===== config.mk =====
export PLATFORM = sky130hd
export DESIGN_NAME = udp_ingress_arb
export DESIGN_NICKNAME = d
export VERILOG_FILES = /design/src/rtl/udp_arb_pkg.sv /design/src/rtl/udp_rr_picker.sv /design/src/rtl/udp_ingress_arb.sv
export SDC_FILE = /design/constraint.sdc
export NUM_CORES = 1
export LEC_CHECK = 0
export ABC_CLOCK_PERIOD_IN_PS = 7000
export BUFFER_PORTS_ARGS = -buffer_cell sky130_fd_sc_hd__buf_4
export CELL_PAD_IN_SITES_DETAIL_PLACEMENT = 1
export CELL_PAD_IN_SITES_GLOBAL_PLACEMENT = 1
export CORE_MARGIN = 2
export CORE_UTILIZATION = 35
export CTS_CLUSTER_SIZE = 40
export DETAILED_ROUTE_END_ITERATION = 10
export GPL_TIMING_DRIVEN = 1
export PLACE_DENSITY_LB_ADDON = 0.1
export RECOVER_POWER = 100
export SYNTH_ARGS = -nofsm -noshare
export SYNTH_HDL_FRONTEND = slang
export SYNTH_HIERARCHICAL = 1
export SYNTH_SLANG_ARGS = --single-unit

===== constraint.sdc =====
create_clock -name clock -period 7 [get_ports clock]
set_input_delay 0.35 -clock clock [delete_from_list [all_inputs] [get_ports clock]]
set_output_delay 0.35 -clock clock [all_outputs]
set_load 0.02 [all_outputs]

===== src/rtl/udp_arb_pkg.sv =====
// udp_arb_pkg: shared types and constants for the UDP ingress arbiter slice.
//   arb_state_t : arbiter FSM encoding (IDLE, BUSY)
//   BYTE_W      : width of one data byte lane
//   MAX_PORTS   : largest supported requester count
//   IDX_W       : width of a port index covering MAX_PORTS
//   count_ones  : population count of a MAX_PORTS-wide vector
package udp_arb_pkg;

    localparam int unsigned BYTE_W    = 8;
    localparam int unsigned MAX_PORTS = 8;
    localparam int unsigned IDX_W     = 3;

    typedef enum logic {
        IDLE = 1'b0,
        BUSY = 1'b1
    } arb_state_t;

    function automatic logic [3:0] count_ones(input logic [MAX_PORTS-1:0] vec);
        logic [3:0] n;
        n = '0;
        for (int unsigned i = 0; i < MAX_PORTS; i++) begin
            n = n + 4'(vec[i]);
        end
        return n;
    endfunction

endpackage


===== src/rtl/udp_rr_picker.sv =====
// udp_rr_picker: combinational round-robin selector.
// Searches req starting at last+1, wrapping modulo NUM_PORTS.
//   req      in  NUM_PORTS  request vector
//   last     in  IDX_W      index of the previous winner
//   gnt      out NUM_PORTS  one-hot winner (zero when no request)
//   gnt_idx  out IDX_W      index of the winner
//   gnt_any  out 1          at least one request present
module udp_rr_picker
    import udp_arb_pkg::*;
#(
    parameter int unsigned NUM_PORTS = 2
) (
    input  logic [NUM_PORTS-1:0] req,
    input  logic [IDX_W-1:0]     last,
    output logic [NUM_PORTS-1:0] gnt,
    output logic [IDX_W-1:0]     gnt_idx,
    output logic                 gnt_any
);

    always_comb begin
        logic found;
        found   = 1'b0;
        gnt     = '0;
        gnt_idx = '0;
        for (int unsigned i = 1; i <= NUM_PORTS; i++) begin
            int unsigned p;
            p = (32'(last) + i) % NUM_PORTS;
            if (!found && req[p]) begin
                found   = 1'b1;
                gnt[p]  = 1'b1;
                gnt_idx = IDX_W'(p);
            end
        end
        gnt_any = found;
    end

endmodule


===== src/rtl/udp_ingress_arb.sv =====
// udp_ingress_arb: packet-granular round-robin arbiter in front of udp_top.
// A grant is held from SOF to EOF; bytes arriving outside a packet are
// accepted, discarded and counted in drop_count.
// Optional build macro: UDP_ARB_STATS_EN adds per-port forwarded-packet counters.
//   clock       in  1                    system clock
//   reset       in  1                    asynchronous, active-low reset
//   req_valid   in  NUM_PORTS            per-port byte valid
//   req_sof     in  NUM_PORTS            per-port first byte of packet
//   req_eof     in  NUM_PORTS            per-port last byte of packet
//   req_data    in  NUM_PORTS*8          port p at [8p+7:8p]
//   req_ready   out NUM_PORTS            byte consumed (forwarded or dropped)
//   wr_en       out 1                    write strobe to udp_top
//   wr_sof      out 1                    SOF to udp_top
//   wr_eof      out 1                    EOF to udp_top
//   data_din    out 8                    byte to udp_top
//   full        in  1                    udp_top input FIFO full
//   grant       out NUM_PORTS            one-hot owner, zero when idle
//   busy        out 1                    packet in progress
//   drop_count  out CNT_WIDTH            saturating discarded-byte count
//   pkt_count   out NUM_PORTS*CNT_WIDTH  (UDP_ARB_STATS_EN) per-port EOF count
module udp_ingress_arb
    import udp_arb_pkg::*;
#(
    parameter int unsigned NUM_PORTS = 2,
    parameter int unsigned CNT_WIDTH = 16
) (
    input  logic                          clock,
    input  logic                          reset,
    input  logic [NUM_PORTS-1:0]          req_valid,
    input  logic [NUM_PORTS-1:0]          req_sof,
    input  logic [NUM_PORTS-1:0]          req_eof,
    input  logic [NUM_PORTS*BYTE_W-1:0]   req_data,
    output logic [NUM_PORTS-1:0]          req_ready,
    output logic                          wr_en,
    output logic                          wr_sof,
    output logic                          wr_eof,
    output logic [BYTE_W-1:0]             data_din,
    input  logic                          full,
    output logic [NUM_PORTS-1:0]          grant,
    output logic                          busy,
    output logic [CNT_WIDTH-1:0]          drop_count
`ifdef UDP_ARB_STATS_EN
    ,
    output logic [NUM_PORTS*CNT_WIDTH-1:0] pkt_count
`endif
);

    arb_state_t             state, state_next;
    logic [NUM_PORTS-1:0]   grant_q;
    logic [IDX_W-1:0]       owner_q;
    logic [IDX_W-1:0]       last_grant_q;
    logic [CNT_WIDTH-1:0]   drop_count_q;

    logic [NUM_PORTS-1:0]   cand;
    logic [NUM_PORTS-1:0]   pick_gnt;
    logic [IDX_W-1:0]       pick_idx;
    logic                   pick_any;

    logic                   own_valid;
    logic                   own_sof;
    logic                   own_eof;
    logic [BYTE_W-1:0]      own_data;
    logic                   xfer;
    logic                   xfer_eof;
    logic [NUM_PORTS-1:0]   drop_vec;

    assign cand = req_valid & req_sof;

    udp_rr_picker #(
        .NUM_PORTS (NUM_PORTS)
    ) u_picker (
        .req     (cand),
        .last    (last_grant_q),
        .gnt     (pick_gnt),
        .gnt_idx (pick_idx),
        .gnt_any (pick_any)
    );

    // Owner's lane selected by the one-hot grant (AND-OR mux).
    always_comb begin
        own_valid = 1'b0;
        own_sof   = 1'b0;
        own_eof   = 1'b0;
        own_data  = '0;
        for (int unsigned p = 0; p < NUM_PORTS; p++) begin
            if (grant_q[p]) begin
                own_valid = own_valid | req_valid[p];
                own_sof   = own_sof   | req_sof[p];
                own_eof   = own_eof   | req_eof[p];
                own_data  = own_data  | req_data[p*BYTE_W +: BYTE_W];
            end
        end
    end

    assign xfer     = (state == BUSY) && own_valid && !full;
    assign xfer_eof = xfer && own_eof;
    assign drop_vec = (state == IDLE) ? (req_valid & ~req_sof) : '0;

    // ---------------- FSM: state register ----------------
    always_ff @(posedge clock or negedge reset) begin
        if (!reset) begin
            state <= IDLE;
        end else begin
            state <= state_next;
        end
    end

    // ---------------- FSM: next state ----------------
    always_comb begin
        state_next = state;
        unique case (state)
            IDLE: if (pick_any) state_next = BUSY;
            BUSY: if (xfer_eof) state_next = IDLE;
            default: state_next = IDLE;
        endcase
    end

    // ---------------- FSM: outputs ----------------
    // Gated by reset so every output reads 0 while reset is held, including
    // the IDLE drop handshake that would otherwise follow the inputs.
    always_comb begin
        req_ready = '0;
        wr_en     = 1'b0;
        wr_sof    = 1'b0;
        wr_eof    = 1'b0;
        data_din  = '0;
        if (reset) begin
            unique case (state)
                IDLE: req_ready = req_valid & ~req_sof;
                BUSY: begin
                    req_ready = grant_q & {NUM_PORTS{~full}};
                    wr_en     = xfer;
                    wr_sof    = xfer & own_sof;
                    wr_eof    = xfer & own_eof;
                    data_din  = own_data;
                end
                default: ;
            endcase
        end
    end

    // ---------------- grant bookkeeping ----------------
    always_ff @(posedge clock or negedge reset) begin
        if (!reset) begin
            grant_q      <= '0;
            owner_q      <= '0;
            last_grant_q <= IDX_W'(NUM_PORTS - 1);
        end else if (state == IDLE && pick_any) begin
            grant_q <= pick_gnt;
            owner_q <= pick_idx;
        end else if (xfer_eof) begin
            grant_q      <= '0;
            last_grant_q <= owner_q;
        end
    end

    // ---------------- drop counter ----------------
    always_ff @(posedge clock or negedge reset) begin
        if (!reset) begin
            drop_count_q <= '0;
        end else begin
            logic [CNT_WIDTH+3:0] sum;
            sum = (CNT_WIDTH+4)'(drop_count_q)
                + (CNT_WIDTH+4)'(count_ones(MAX_PORTS'(drop_vec)));
            if (|sum[CNT_WIDTH+3:CNT_WIDTH]) begin
                drop_count_q <= '1;
            end else begin
                drop_count_q <= sum[CNT_WIDTH-1:0];
            end
        end
    end

`ifdef UDP_ARB_STATS_EN
    // ---------------- per-port forwarded-packet counters ----------------
    for (genvar p = 0; p < NUM_PORTS; p++) begin : g_pkt_cnt
        logic [CNT_WIDTH-1:0] cnt_q;
        always_ff @(posedge clock or negedge reset) begin
            if (!reset) begin
                cnt_q <= '0;
            end else if (xfer_eof && grant_q[p] && !(&cnt_q)) begin
                cnt_q <= cnt_q + 1'b1;
            end
        end
        assign pkt_count[p*CNT_WIDTH +: CNT_WIDTH] = cnt_q;
    end
`endif

    assign grant      = grant_q;
    assign busy       = (state == BUSY);
    assign drop_count = drop_count_q;

endmodule


# [Word level (Yosys, flattened, before mapping)]
# Index checks and enable logic that the tools add are counted.
[word_totals] ff_bits=21 input_bits=25 out_inout_bits=32 elab_cells=78
[op_classes] addsub=4 order_cmp=4 n_mux=39 bitwise=14 n_reduce_logical=12
[ops] op="2-to-1 mux 8 bit" count=4
[ops] op="2-to-1 mux 1 bit" count=24
[ops] op="adder 16 x 2 -> 17 bit" count=1
[ops] op="2-to-1 mux 16 bit" count=1
[ops] op="2-to-1 mux 2 bit" count=6
[ops] op="bitwise OR 8 bit" count=1
[ops] op="logical AND 1 bit" count=7
[ops] op="AND 2 bit" count=3
[ops] op="< comparator 1 x 2 -> 1 bit, second input constant" count=2
[ops] op="one-hot mux 2 bit (2 select lines)" count=1
[ops] op="OR reduction 4 bit" count=1
[ops] op="inverter 1 bit" count=3
[ops] op="bitwise OR 1 bit" count=3
[ops] op="adder 1 bit, second input constant" count=2
[ops] op="adder 1 x 1 -> 2 bit" count=1
[ops] op="AND 1 bit" count=2
[ops] op="demux 1 bit (select 1 bit)" count=2
[ops] op="greater-or-equal comparator 1 bit, second input constant" count=2
[ops] op="logical NOT 1 bit" count=2
[ops] op="inverter 2 bit" count=1
[ops] op="bitwise OR 2 bit" count=1
[ops] op="one-hot mux 1 bit (2 select lines)" count=1
[ops] op="AND reduction 2 bit" count=1
[ops] op="nonzero test 2 bit" count=1

# [Longest topological paths before layout]
# Gate-level depths: netlist of run 1.
[depth] word_depth=10 ltp_mapped=10 depth_no_buf=9

# [Hierarchy]
# The synthesis of run 1 kept the hierarchy.
[by_module_without_submodules] module="udp_ingress_arb" instances=1 cells_per_inst=149 area_each_um2=1356.3 seq_area_each_um2=626.9
[by_module_without_submodules] module="udp_rr_picker" instances=1 cells_per_inst=8 area_each_um2=51.3 seq_area_each_um2=0.0

# [Least setup slack after synthesis of run 1]
# No wires, ideal clock.
[synth_timing] path_type="flip-flop to flip-flop" from="reg state (netlist: busy)" to="reg drop_count_q[15] (netlist: drop_count[15])" setup_ns=0.127 arrival_time_ns=2.267 t_required_ns=6.873 path_slack_ns=4.605 path_stages_with_launch=8 path_buffers=0 period_less_slack_ns=2.395 cell_sequence="dfrtp_1 > nor2_1 > nand2_1 > fa_1 > nand4b_2 > or4_4 > nor2_2 > mux2_1"
[synth_between] elab_chain_cells=5
[synth_rtl] item="start, declared" line="udp_ingress_arb.sv:48" source="arb_state_t state, state_next;"
[synth_rtl] item="start signal, assigned" line="udp_ingress_arb.sv:104" source="state <= state_next;"
[synth_rtl] item="2-to-1 mux 2 bit *" line="udp_ingress_arb.sv:97" source="assign drop_vec = (state == IDLE) ? (req_valid & ~req_sof) : '0;"
[synth_rtl] item="adder 1 x 1 -> 2 bit *" line="udp_arb_pkg.sv:22" source="n = n + 4'(vec[i]);"
[synth_rtl] item="adder 16 x 2 -> 17 bit *" line="udp_ingress_arb.sv:164" source="+ (CNT_WIDTH+4)'(count_ones(MAX_PORTS'(drop_vec)));"
[synth_rtl] item="OR reduction 4 bit" line="udp_ingress_arb.sv:165" source="if (|sum[CNT_WIDTH+3:CNT_WIDTH]) begin"
[synth_rtl] item="2-to-1 mux 16 bit *" line="udp_ingress_arb.sv:165"
[synth_rtl] item="end signal, assigned" line="udp_ingress_arb.sv:168" source="drop_count_q <= sum[CNT_WIDTH-1:0];"
[synth_rtl] item="end, declared" line="udp_ingress_arb.sv:52" source="logic [CNT_WIDTH-1:0] drop_count_q;"
# Mark *: on every way between the ends. The rest lies on a longest branch, timed or not.
# A chain may end at the register's enable or synchronous reset.

# [Final worst setup path of run 1]
[layout_timing] from="in reset" to="out data_din[3]"
[layout_between] elab_chain_cells=1
[layout_rtl] item="start, declared" line="udp_ingress_arb.sv:28" source="input logic reset,"
[layout_rtl] item="2-to-1 mux 8 bit" line="udp_ingress_arb.sv:127" source="if (reset) begin"
[layout_rtl] item="end, declared" line="udp_ingress_arb.sv:37" source="output logic [BYTE_W-1:0] data_din,"
# No other way between the ends.

==> impl_metrics.csv, run 1 <==
group,metric,value,unit
clocking,cts_buffers,3,
global_routing,grt_antenna_before_repair,0,
placed_design,dp_slack,4.252,ns
finish,diodes,0,
critical_path,r2r_slack,3.96,ns
critical_path,crit_path_end_kind,"output port",
power,total_power,0.3529,mW
placed_design,dpl-instance-area,1709,µm²
timing,period_share,43.69,%
global_routing,grt_pass1_vias,1289,
finish,instances_no_fill,246,
drt,vias,1239,
critical_path,slowest_stage,"clkbuf_1",
placed_design,placedCellCount,241,
critical_path,worstPathCellList,"dlygate4sd3_1 > clkbuf_1 > nand2_1 > nor2_1 > clkbuf_1",
timing,skew,0.01255,ns
timing,worstMarginPinSlew,1.283,ns
critical_path,path_class,"input port to output port",
timing,clock.fmax,0.3270,GHz
job,max_cap_viol_count,0,
clocking,htreeDepth,1,
timing,fin_ws,3.942,ns
logic_synthesis,synth.avg_cell_area,8.758,µm²
drt,drc_errors,0,
finish,utilization,47.73,%
floorplanning,io_pins,57,
power,power.leakage,0.7449,nW
global_routing,grt_max_degree,26,
placed_design,port_buffers,56,
logic_synthesis,synthCells,142,
timing,holdWs,0.5002,ns
power,power.density,219.8,nW/µm²
min_path,hold_path.class,"flop to flop",
timing,slew_violations,0,
floorplanning,die_x,63.61,µm
floorplanning,dieArea,4046,µm²
min_path,min_from,"owner_q[0]",
clocking,clock_sinks,21,
critical_path,r2r-end,"drop_count[3]",
clocking,clk_pin_slew,0.12,ns
critical_path,reg2regPathDepth,9,
min_path,min_path_cells,2,
drt,first_iter_violations,42,
floorplanning,coreArea,3363,µm²
floorplanning,die_h,63.61,µm
critical_path,cp.required,6.65,ns
finish,drive_gt1_share,16.00,%
critical_path,crit_path_max_fanout,25,
clocking,ctsResizeCount,0,
drt,wire_per_inst,14.83,µm
timing,rsz0062_at_grt,"no",
timing,hold_viol_final,0,
drt,drt_pass1_iterations,4,
finish,final_area,1605,µm²
placed_design,routabilityCongestion,0.7928,
floorplanning,start_util,36.98,%
logic_synthesis,mappedNetlistArea,1244,µm²
timing,setup_viol,0,
clocking,cts.path.max_buffers,2,
min_path,min_to,"owner_q[0]",
critical_path,arrival,2.71,ns
critical_path,cpMostUsedCell,"clkbuf_1",
critical_path,r2r_start,"busy",
drt,wl,3.649,mm
outcome,status,"finished clean",
timing,setup_tns,0,ns
drt,drtAntennaViolNets,0,
finish,nets,228,
power,vdd_drop_max,0.09843,mV
drt,vias_per_cell,5.037,
clocking,clockRootBuffer,"clkbuf_4",
critical_path,slowest_delay,0.94,ns
logic_synthesis,syn_nets,169,
global_routing,grt_pass1_wl,6.072,mm
clocking,cts_tree,"done",
placed_design,dp_hpwl,2.855,mm
finish,area_growth,29.07,%
floorplanning,std_cell_rows,21,
timing,fin_crit,3.058,ns
global_routing,track_usage,18.68,%
timing,relSlewSlack,14.50,%
clocking,clk_latency,0.31,ns
critical_path,start_kind,"input port",
logic_synthesis,ys_warn_count,6,
global_routing,overflow,0,
==> report_power, final <==
| group | switching [mW] | internal (mW) | total (mW) | leakage (nW) |
|---|---|---|---|---|
| Sequential | 0.0341 | 0.141 | 0.175 | 0.267 |
| Combinational | 0.0741 | 0.0452 | 0.119 | 0.460 |
| Clock | 0.0369 | 0.0213 | 0.0582 | 0.0177 |
| Total | 0.145 | 0.208 | 0.353 | 0.745 |
==> worst max-delay path by stage <==
stage | start | endpoint | cells after the start
4_1_cts | busy | drop_count[3] | 9
2_1_floorplan | busy | drop_count[15] | 7
3_3_place_gp | req_sof[0] | drop_count[3] | 10
5_1_grt | reset | data_din[3] | 5
6_report | reset | data_din[3] | 5
3_5_place_dp | busy | drop_count[1] | 9
==> cell usage in the layout, fill, tap and decap left out, types with 2 or more instances in the layout <==
cell      instances
nor2b_1           4
a21boi_0          4
xnor2_1           6
nor2_1           17
nor3_1            2
and2_1            2
dfrtp_1          20
inv_1             8
xor2_1            2
and3_1            2
buf_4            23
a31oi_1           2
clkbuf_4          3
nand4_1           3
o21ai_0           4
nand3_1           7
a22oi_1          11
nand2_1          27
nand2b_1          2
clkbuf_1         33
==> state kept, by name (all words and copies together), names as in the netlist <==
signal        count
busy              1
grant             2
last_grant_q      1
drop_count       16
owner_q           1
==> what timing repair did <==
action / 4_1_cts / 5_1_grt
endpoints found under the hold margin: 20 / 0
endpoints found under the setup margin: 0 / 0
hold buffers: 1 / 0
buffers inserted: 0 / 0
==> worst max-delay path, delay by kind of cell <==
family / cells / cell delay, ns
simple gates: 2 / 0.63
buf+inv: 3 / 1.72
==> cell type report <==
class / instances / area (µm²)
Timing Repair Buffer: 57 / 306.5
Multi-Input combinational cell: 110 / 656.9
Sequential cell: 21 / 526.8
Tap cell: 46 / 57.56
Inverter: 8 / 30.03
Clock buffer: 3 / 22.52
Clock inverter: 1 / 5.005
Fill cell: 461 / 1758
==> layer usage <==
layer	up-vias	GRT usage, %	share of wire, %
li1	602	-	-
met5	-	0	0
met2	41	35.00	51
met3	5	3.929	5.7
met1	591	21.27	42
met4	0	4.891	1.0
No activity file was read; power rests on OpenSTA's default activity.
==> run 2: changes to the inputs <==
--- a/config.mk
+++ b/config.mk
@@ -5,7 +5,7 @@
 export SDC_FILE = /design/constraint.sdc
 export NUM_CORES = 1
 export LEC_CHECK = 0
-export ABC_CLOCK_PERIOD_IN_PS = 7000
+export ABC_CLOCK_PERIOD_IN_PS = 3200
 export BUFFER_PORTS_ARGS = -buffer_cell sky130_fd_sc_hd__buf_4
 export CELL_PAD_IN_SITES_DETAIL_PLACEMENT = 1
 export CELL_PAD_IN_SITES_GLOBAL_PLACEMENT = 1
==> constraint.sdc (replaced) <==
create_clock -name clock -period 3.2 [get_ports clock]
set_input_delay 0.16 -clock clock [delete_from_list [all_inputs] [get_ports clock]]
set_output_delay 0.16 -clock clock [all_outputs]
set_load 0.02 [all_outputs]
==> run 2 against run 1 <==
Net effect: hold slack worse by 0.17 ns; highest routed layer unchanged; clock skew is 0.0020 ns lower; clock power is 120% higher; cell count stayed put; largest power group unchanged; sequential power is 120% higher.
==> impl_metrics.csv, run 2 (same netlist as run 1, synthesis figures left out) <==
group,metric,value,unit
clocking,cts_buffers,3,
critical_path,arrival,2.58,ns
timing,holdWs,0.3322,ns
placed_design,port_buffers,56,
placed_design,dp_slack,0.5128,ns
global_routing,grt_pass1_vias,1263,
clocking,clockRootBuffer,"clkbuf_4",
timing,skew,0.01056,ns
drt,drc_errors,0,
finish,area_growth,29.98,%
clocking,clk_latency,0.31,ns
finish,final.fill_count,455,
critical_path,r2r-end,"drop_count[3]",
finish,largest_reg_flops,16,
timing,rsz0062_at_grt,"no",
placed_design,routabilityCongestion,0.7902,
drt,first_iter_violations,43,
critical_path,cpMostUsedCell,"clkbuf_1",
drt,drtAntennaViolNets,0,
global_routing,gr-usage-met2,32.76,%
floorplanning,dieArea,4046,µm²
finish,drive_gt1_share,16.00,%
clocking,cts.path.max_buffers,2,
critical_path,r2r_start,"busy",
clocking,cts_tree,"done",
floorplanning,io_pins,57,
critical_path,slowest_stage,"clkbuf_1",
timing,fin_ws,0.4593,ns
global_routing,overflow,0,
clocking,clk_pin_slew,0.12,ns
finish,final_area,1617,µm²
timing,period_share,85.65,%
critical_path,start_kind,"input port",
timing,setup_tns,0,ns
critical_path,cp-endpoint,"data_din[1]",
finish,nets,228,
critical_path,crit_path_max_fanout,25,
drt,wire_per_inst,14.65,µm
global_routing,grt_use_met1,25.48,%
power,vdd_drop_max,0.2055,mV
drt,vias_per_cell,5.089,
placed_design,dp_hpwl,2.798,mm
finish,final_cell_mix,"clkbuf_1, nand2_1, buf_4",
finish,utilization,48.07,%
floorplanning,die_h,63.61,µm
timing,clock.fmax,0.3649,GHz
floorplanning,std_cell_rows,21,
finish,diodes,0,
critical_path,cp.required,3.04,ns
global_routing,busiest_layer,"met2",
timing,slew_violations,0,
global_routing,grt_antenna_before_repair,0,
drt,vias,1252,
critical_path,r2r_slack,0.48,ns
floorplanning,die_x,63.61,µm
power,power.density,475.8,nW/µm²
clocking,clock_sinks,21,
drt,drt_pass1_iterations,4,
drt,wl,3.605,mm
timing,worstMarginPinSlew,1.306,ns
placed_design,dpl-instance-area,1709,µm²
global_routing,grt_pass1_wl,6.313,mm
job,max_cap_viol_count,0,
global_routing,grtUsageMet3,3.750,%
floorplanning,start_util,36.98,%
outcome,status,"finished clean",
critical_path,reg2regPathDepth,9,
clocking,htreeDepth,1,
global_routing,grt_max_degree,26,
critical_path,crit_path_end_kind,"output port",
timing,setup_viol,0,
floorplanning,coreArea,3363,µm²
critical_path,path_class,"input port to output port",
power,power.leakage,0.7643,nW
timing,relSlewSlack,12.96,%
finish,instances_no_fill,246,
critical_path,worstPathCellList,"dlygate4sd3_1 > clkbuf_1 > nand2_1 > nor2_1 > clkbuf_1",
power,total_power,0.7692,mW
clocking,post_cts_buffers,0,
min_path,hold_path.class,"input port to flop",
timing,fin_crit,2.741,ns
placed_design,placedCellCount,241,
critical_path,startpoint,"reset",
timing,hold_viol_final,0,
global_routing,track_usage,19.65,%
critical_path,slowest_delay,0.95,ns
finish,final_common_cell,"clkbuf_1",
-- run 2: cell count changes in the layout (fill, tap and decap cells not counted) --
cell	previous run	this run
nor3_4	0	1
mux2_2	1	0
nor3_1	2	1
or2_1	0	1
or2_0	1	0
mux2_1	1	2
-- run 2: how the worst min path moves through the flow --
stage | cells past startpoint | start | end
2_1_floorplan | 0 | reset | busy
3_3_place_gp | 1 | reset | drop_count[7]
3_5_place_dp | 1 | reset | drop_count[7]
4_1_cts | 2 | reset | drop_count[12]
5_1_grt | 4 | req_valid[1] | drop_count[0]
6_report | 5 | req_sof[0] | owner_q[0]
-- run 2: power breakdown --
part / switching [mW] / leakage, nW / total (mW) / internal [mW]
combinational: 0.160 / 0.480 / 0.258 / 0.0984
sequential: 0.0728 / 0.267 / 0.382 / 0.309
clock: 0.0823 / 0.0177 / 0.129 / 0.0467
total: 0.315 / 0.764 / 0.769 / 0.454
-- run 2: worst max-delay path, delay by kind of cell --
| kind | cells | cell delay, ns |
|---|---|---|
| simple gates | 2 | 0.68 |
| buf+inv | 3 | 1.72 |
-- run 2: repair_timing --
| action | in CTS | in global routing |
|---|---|---|
| endpoints found under the setup margin | 0 | 0 |
| endpoints found under the hold margin | 21 | 0 |
| gates resized for setup | 0 | 0 |
| hold buffers | 1 | 0 |
-- run 2: layer usage --
| layer | up-vias | part of all wire [%] |
|---|---|---|
| met1 | 604 | 44 |
| met4 | 0 | 1.5 |
| met2 | 40 | 49 |
| met5 | - | 0 |
| li1 | 603 | - |
| met3 | 5 | 5.4 |
-- run 2: final cells by class --
class	instances	area [µm²]	share of cell area, %
Clock buffer	3	22.52	1.393
Sequential cell	21	526.8	32.59
Multi-Input combinational cell	110	668.1	41.33
Timing Repair Buffer	57	306.5	18.96
Clock inverter	1	5.005	0.3096
Tap cell	46	57.56	3.560
Inverter	8	30.03	1.858
